--- src/rtl/cpu_debug_controller_pkg.sv ---
// Shared definitions for the CPU debug controller: command opcodes, FSM
// states and the default core-stop settle time.
package cpu_debug_controller_pkg;

    localparam int STOP_SETTLE_DEFAULT = 2;

    typedef enum logic [2:0] {
        OP_HALT   = 3'b000,
        OP_RESUME = 3'b001,
        OP_READ   = 3'b010,
        OP_WRITE  = 3'b011,
        OP_DUMP   = 3'b100
    } dbg_op_e;

    typedef enum logic [2:0] {
        ST_IDLE   = 3'd0,
        ST_SETTLE = 3'd1,
        ST_READ   = 3'd2,
        ST_WRITE  = 3'd3,
        ST_DUMP   = 3'd4,
        ST_RESP   = 3'd5
    } dbg_state_e;

    // Register-file commands are only meaningful once the core is parked.
    function automatic logic op_needs_halt(input logic [2:0] op);
        return (op == OP_READ) || (op == OP_WRITE) || (op == OP_DUMP);
    endfunction

endpackage

--- src/rtl/cpu_debug_controller_dbg_counter.sv ---
// Loadable up-counter with a terminal-count flag; it saturates at the
// terminal value so a sweep never wraps back to zero.
module dbg_counter
    import cpu_debug_controller_pkg::*;
#(
    parameter int WIDTH = 5
) (
    input  logic             clk,
    input  logic             rst,
    input  logic             load,
    input  logic [WIDTH-1:0] load_value,
    input  logic             inc,
    input  logic [WIDTH-1:0] terminal,
    output logic [WIDTH-1:0] count,
    output logic             tc
);

    assign tc = (count == terminal);

    always_ff @(posedge clk) begin
        if (rst) begin
            count <= '0;
        end else if (load) begin
            count <= load_value;
        end else if (inc && !tc) begin
            count <= count + 1'b1;
        end
    end

endmodule

--- src/rtl/cpu_debug_controller.sv ---
// Debug controller: halts/resumes the core and gives register-file
// read, write and full-dump access through a command/response handshake.
module cpu_debug_controller
    import cpu_debug_controller_pkg::*;
#(
    parameter int DATA_WIDTH     = 32,
    parameter int REG_ADDR_WIDTH = 5,
    parameter int STOP_SETTLE    = STOP_SETTLE_DEFAULT
) (
    input  logic                      clk,
    input  logic                      rst,
    input  logic                      cmd_valid,
    output logic                      cmd_ready,
    input  logic [2:0]                cmd_op,
    input  logic [REG_ADDR_WIDTH-1:0] cmd_addr,
    input  logic [DATA_WIDTH-1:0]     cmd_data,
    output logic                      rsp_valid,
    input  logic                      rsp_ready,
    output logic [DATA_WIDTH-1:0]     rsp_data,
    output logic [REG_ADDR_WIDTH-1:0] rsp_addr,
    output logic                      rsp_last,
    output logic                      rsp_err,
    output logic                      halted,
    output logic                      cm_cpu_stop,
    output logic [REG_ADDR_WIDTH-1:0] cm_read_write_regfile_addr,
    output logic [DATA_WIDTH-1:0]     cm_write_regfile_dat,
    output logic                      cm_write_regfile_enb,
    input  logic [DATA_WIDTH-1:0]     cm_read_regfile_dat
);

    localparam int SETTLE_W = (STOP_SETTLE > 1) ? $clog2(STOP_SETTLE) : 1;
    localparam int CNT_W    = (SETTLE_W > REG_ADDR_WIDTH) ? SETTLE_W : REG_ADDR_WIDTH;
    localparam logic [CNT_W-1:0] SETTLE_LAST = CNT_W'(STOP_SETTLE - 1);
    localparam logic [CNT_W-1:0] DUMP_LAST   = CNT_W'((1 << REG_ADDR_WIDTH) - 1);

    dbg_state_e       state;
    logic [2:0]       op_q;
    logic [CNT_W-1:0] cnt;
    logic             cnt_tc;
    logic             cnt_load;
    logic             cnt_inc;
    logic [CNT_W-1:0] cnt_terminal;
    logic             dump_advance;

    // One counter serves both the settle wait and the dump sweep; the
    // latched op decides which terminal value applies.
    assign cnt_terminal = (op_q == OP_HALT) ? SETTLE_LAST : DUMP_LAST;
    assign cnt_load     = (state == ST_IDLE) && cmd_valid && cmd_ready;
    assign dump_advance = (state == ST_RESP) && rsp_ready && (op_q == OP_DUMP)
                          && !rsp_err && !rsp_last;
    assign cnt_inc      = (state == ST_SETTLE) || dump_advance;

    dbg_counter #(
        .WIDTH (CNT_W)
    ) u_counter (
        .clk        (clk),
        .rst        (rst),
        .load       (cnt_load),
        .load_value ('0),
        .inc        (cnt_inc),
        .terminal   (cnt_terminal),
        .count      (cnt),
        .tc         (cnt_tc)
    );

    always_ff @(posedge clk) begin
        if (rst) begin
            state                      <= ST_IDLE;
            op_q                       <= '0;
            cmd_ready                  <= 1'b1;
            rsp_valid                  <= 1'b0;
            rsp_data                   <= '0;
            rsp_addr                   <= '0;
            rsp_last                   <= 1'b0;
            rsp_err                    <= 1'b0;
            halted                     <= 1'b0;
            cm_cpu_stop                <= 1'b0;
            cm_read_write_regfile_addr <= '0;
            cm_write_regfile_dat       <= '0;
            cm_write_regfile_enb       <= 1'b0;
        end else begin
            cm_write_regfile_enb <= 1'b0;
            case (state)
                ST_IDLE: begin
                    if (cmd_valid && cmd_ready) begin
                        cmd_ready <= 1'b0;
                        op_q      <= cmd_op;
                        rsp_addr  <= cmd_addr;
                        rsp_data  <= '0;
                        rsp_last  <= 1'b1;
                        rsp_err   <= 1'b0;
                        if (op_needs_halt(cmd_op) && !halted) begin
                            rsp_err   <= 1'b1;
                            rsp_valid <= 1'b1;
                            state     <= ST_RESP;
                        end else begin
                            case (cmd_op)
                                OP_HALT: begin
                                    cm_cpu_stop <= 1'b1;
                                    if (halted || (STOP_SETTLE == 0)) begin
                                        halted    <= 1'b1;
                                        rsp_valid <= 1'b1;
                                        state     <= ST_RESP;
                                    end else begin
                                        state <= ST_SETTLE;
                                    end
                                end
                                OP_RESUME: begin
                                    cm_cpu_stop <= 1'b0;
                                    halted      <= 1'b0;
                                    rsp_valid   <= 1'b1;
                                    state       <= ST_RESP;
                                end
                                OP_READ: begin
                                    cm_read_write_regfile_addr <= cmd_addr;
                                    state                      <= ST_READ;
                                end
                                OP_WRITE: begin
                                    // Register 0 is hardwired: acknowledge without a strobe.
                                    cm_read_write_regfile_addr <= cmd_addr;
                                    cm_write_regfile_dat       <= cmd_data;
                                    cm_write_regfile_enb       <= (cmd_addr != '0);
                                    state                      <= ST_WRITE;
                                end
                                OP_DUMP: begin
                                    cm_read_write_regfile_addr <= '0;
                                    state                      <= ST_DUMP;
                                end
                                default: begin
                                    rsp_err   <= 1'b1;
                                    rsp_valid <= 1'b1;
                                    state     <= ST_RESP;
                                end
                            endcase
                        end
                    end
                end
                ST_SETTLE: begin
                    if (cnt_tc) begin
                        halted    <= 1'b1;
                        rsp_valid <= 1'b1;
                        state     <= ST_RESP;
                    end
                end
                ST_READ: begin
                    rsp_data  <= cm_read_regfile_dat;
                    rsp_valid <= 1'b1;
                    state     <= ST_RESP;
                end
                ST_WRITE: begin
                    rsp_valid <= 1'b1;
                    state     <= ST_RESP;
                end
                ST_DUMP: begin
                    rsp_data  <= cm_read_regfile_dat;
                    rsp_addr  <= cnt[REG_ADDR_WIDTH-1:0];
                    rsp_last  <= cnt_tc;
                    rsp_valid <= 1'b1;
                    state     <= ST_RESP;
                end
                ST_RESP: begin
                    if (rsp_ready) begin
                        rsp_valid <= 1'b0;
                        if (dump_advance) begin
                            cm_read_write_regfile_addr <= cnt[REG_ADDR_WIDTH-1:0] + 1'b1;
                            state                      <= ST_DUMP;
                        end else begin
                            cmd_ready <= 1'b1;
                            state     <= ST_IDLE;
                        end
                    end
                end
                default: begin
                    cmd_ready <= 1'b1;
                    state     <= ST_IDLE;
                end
            endcase
        end
    end

endmodule
--- config.mk ---
export PLATFORM = sky130hd
export DESIGN_NAME = cpu_debug_controller
export DESIGN_NICKNAME = d
export VERILOG_FILES = /design/src/rtl/cpu_debug_controller_pkg.sv /design/src/rtl/cpu_debug_controller_dbg_counter.sv /design/src/rtl/cpu_debug_controller.sv
export SDC_FILE = /design/constraint.sdc
export NUM_CORES = 1
export LEC_CHECK = 0
export CAP_MARGIN = 0
export CELL_PAD_IN_SITES_DETAIL_PLACEMENT = 0
export CELL_PAD_IN_SITES_GLOBAL_PLACEMENT = 1
export CORE_UTILIZATION = 25
export CTS_BUF_LIST = sky130_fd_sc_hd__clkbuf_8
export DETAILED_ROUTE_END_ITERATION = 16
export GPL_ROUTABILITY_DRIVEN = 0
export HOLD_SLACK_MARGIN = 0.15
export PLACE_DENSITY_LB_ADDON = 0.1
export SETUP_SLACK_MARGIN = 0.5
export SLEW_MARGIN = 40
export SYNTH_ARGS = -nofsm -noshare
export SYNTH_HDL_FRONTEND = slang
export SYNTH_SLANG_ARGS = --single-unit
--- constraint.sdc ---
create_clock -name clk -period 1.8 [get_ports clk]
set_input_delay 0.27 -clock clk [delete_from_list [all_inputs] [get_ports clk]]
set_output_delay 0.27 -clock clk [all_outputs]
set_load 0.01 [all_outputs]
==> results by group <==
Clock tree
  – Clock insertion delay at the later pin of the skew report: 0.37 ns
  – CTS tree: built
  – Num CTS Buffers: 9
  – Reg clk slew, reported paths: 0.09 ns
  – Clk Tree Root Cell: clkbuf_8
  – H-Tree Depth: 3
  – Clock Path Buffers: 2
  – Clock Sinks: 92
  – Cts hold-fix bufs: 0

Placement
  – Place WS: -0.136 ns
  – DPL Wire Length: 8.24 mm
  – DP Area: 5680 um2
  – PortBufs: 156

Run status
  – Outcome: completed

Yosys
  – Synth warnings: 0
  – Net count after synthesis: 518
  – Synth cell count leaders: dfxtp_1 (92), nand2_1 (91), nor2_1 (61), a21oi_1 (43), a22oi_1 (35)
  – Synth Register Bits: 92
  – Synth cell types: 44
  – Top post-synthesis cells by area: dfxtp_1 (50%), nand2_1 (9.2%), a22oi_1 (7.1%), nor2_1 (6.2%), a21oi_1 (5.8%)
  – Register area share after synthesis: 0.499
  – Post-synth EDFFs: 0
  – Mapped Cells: 441
  – Synth area leader: dfxtp_1
  – Synthesized cell area: 3690 um2
  – Syn avg cell area: 8.38 um2
  – Top_reg_cell synth: dfxtp_1
  – Count leader, synth: dfxtp_1
  – Asr flop ratio synth: 0
  – Synth top area share: 0.499

Worst setup path
  – Type of the worst setup path: reg -> reg
  – Worst path cell trace: or4_4 -> mux2i_2 -> buf_4 -> a221oi_4 -> xnor2_1 -> nor2_1
  – Data required time at the worst endpoint: 2.06 ns
  – Delay of the slowest critical-path stage: 0.53 ns
  – CP Capture Type: flop
  – Slowest cell on the critical path: or4_4
  – Crit path DAT: 1.91 ns
  – CP Max Fanout: 6
  – Crit start category: flop

Die
  – Die area: 15,300 um2
  – Core footprint: 14,500 um2
  – DIE WIDTH: 124 um
  – Number of I/O pins: 157
  – # rows: 44
  – Chip height: 124 um
  – Starting Density: 0.255

Timing
  – Final Max Slew Viols: 0
  – Final hold vios: 0
  – Max Clock Skew: 0.00609 ns
  – Final setup vio count: 0
  – Fin crit period: 1.66 ns
  – Crit share post-route: 0.920
  – Setup ws final: 0.145 ns
  – Setup TNS: 0 ns
  – RSZ-0062 raised after global routing: yes
  – Fmax: 0.604 GHz
  – Min Hold Slack: 0.316 ns
  – Worst-Margin Slew: 0.448 ns
  – Relative slew slack: 0.702

Global routing
  – Total gr overflow: 0
  – GR met2 Demand/Resource: 0.257
  – Vias in the first global route: 3,749
  – Grt peak-use layer: met2
  – Pin count of the biggest net entering global routing: 33
  – First-pass GRT wire length: 18.8 mm
  – Tot GR Track Use: 0.162
  – Routing usage on met3: 0.0650
  – M1 GR Usage: 0.202
  – Initial antenna violation count: 0

Layout
  – Area growth syn-to-layout: 79.7%
  – # fillers: 1,423
  – Nets: 713
  – Antenna cells: 0
  – Post-Layout Inst Area: 6640 um2
  – Share of layout cells above drive strength 1: 0.448

Drt
  – Vias per cell: 4.73
  – Total wire length: 13.3 mm
  – DRC viols: 0
  – Via count: 3,900
  – First-pass iteration count of the detailed router: 4
  – Post-route ant nets: 0
  – Initial drt markers: 112
  – Routed length per placed instance: 16.1 um

Pwr
  – Leakage power: 2.51 nW
  – Power density cells: 1020 nW/um2
  – Max VDD drop: 0.534 mV

Flow run
  – Max Cap Viol: 0

Worst hold path
  – Hold Path Class: in -> reg
-- critical path: cells and delay by family (launching register included) --
family	cells	cell delay, ns
AOI/OAI and AO/OA	1	0.07
xor gates and xnor gates	1	0.21
buffers and inverters	1	0.16
DFF	1	0.32
muxes	1	0.20
and+or+nand+nor	2	0.60
-- cell usage in the layout, fill, tap and decap left out, types with 4 or more instances in the layout --
| cell | count |
|---|---|
| a211oi_2 | 6 |
| a21oi_1 | 20 |
| a21oi_2 | 23 |
| a22oi_2 | 32 |
| a311oi_2 | 4 |
| buf_12 | 7 |
| buf_4 | 35 |
| buf_6 | 12 |
| clkbuf_16 | 4 |
| clkbuf_2 | 54 |
| clkbuf_8 | 9 |
| clkdlybuf4s15_1 | 20 |
| clkdlybuf4s50_1 | 73 |
| dfxtp_1 | 67 |
| dfxtp_2 | 22 |
| inv_1 | 4 |
| mux2i_1 | 5 |
| nand2_1 | 59 |
| nand2_2 | 9 |
| nand2_4 | 23 |
| nand2b_1 | 4 |
| nand3_1 | 7 |
| nor2_1 | 55 |
| nor2_2 | 4 |
| o21ai_0 | 4 |
-- cell type report --
class                   instances  area [um2]  share of cell area
multi-input cells             311        2300               0.346
repair buffers                219        2030               0.305
flip-flops and latches         92        1880               0.283
well taps                     184         230              0.0347
clock buffers                   9         124              0.0187
clock inverters                 7        67.6              0.0102
inverters                       3        11.3             0.00170
-- path summary, 6_finish.rpt --
kind,from,endpoint,slack [ns],cells past startpoint
max,u_counter.count[2],u_counter.count[0],0.14,6
min,rst,state[0],0.32,2
max reg2reg,u_counter.count[2],u_counter.count[0],0.14,6
min reg2reg,cm_write_regfile_dat[16],cm_write_regfile_dat[16],0.46,2
-- cell families (layout without fill, tap and decap cells) --
| logic type | count (synthesis) | in the layout | synth area share |
|---|---|---|---|
| fa+ha+maj | 1 | 1 | 0.00339 |
| xor+xnor | 6 | 6 | 0.0142 |
| simple gates | 191 | 191 | 0.227 |
| compound gates | 107 | 107 | 0.192 |
| flops | 92 | 92 | 0.499 |
| buf+inv | 38 | 238 | 0.0491 |
| mux | 6 | 6 | 0.0163 |
-- through the flow --
step,cells,total power [mW],util
floorplan,441,3.56,-
global placement,784,4.56,0.392
finish,825,6.80,0.458
detailed placement,784,4.56,0.392
CTS,811,6.60,0.427
global route,825,7.22,0.458
-- layer usage --
| layer | vias to the layer above | part of all wire | wire [um] |
|---|---|---|---|
| li1 | 1913 | - | - |
| met1 | 1876 | 0.45 | 5980 |
| met2 | 109 | 0.48 | 6440 |
| met3 | 2 | 0.063 | 836 |
| met4 | 0 | 0.0038 | 51 |
| met5 | - | 0 | 0 |
-- report_power, final --
part           internal, mW  switching, mW
Sequential             2.29          0.196
Clock                 0.637          0.748
Combinational          1.53           1.40
-- timing repair --
item,4_1_cts,5_1_grt
hold endpoints to repair,0,0
gates resized for setup,168,238
gates cloned,3,5
setup endpoints to repair,173,165
buffers inserted,8,9
pin swaps,16,48
-- flip-flops by register name, indices dropped and copies added, names as in the netlist --
register and count:
halted 1, rsp_last 1, rsp_data 32, cm_write_regfile_enb 1, rsp_err 1, cm_write_regfile_dat 32, u_counter.count 5, state 3
rsp_valid 1, rsp_addr 5, cm_cpu_stop 1, cmd_ready 1, op_q 3, cm_read_write_regfile_addr 5
(Power assumes the default switching activity.)
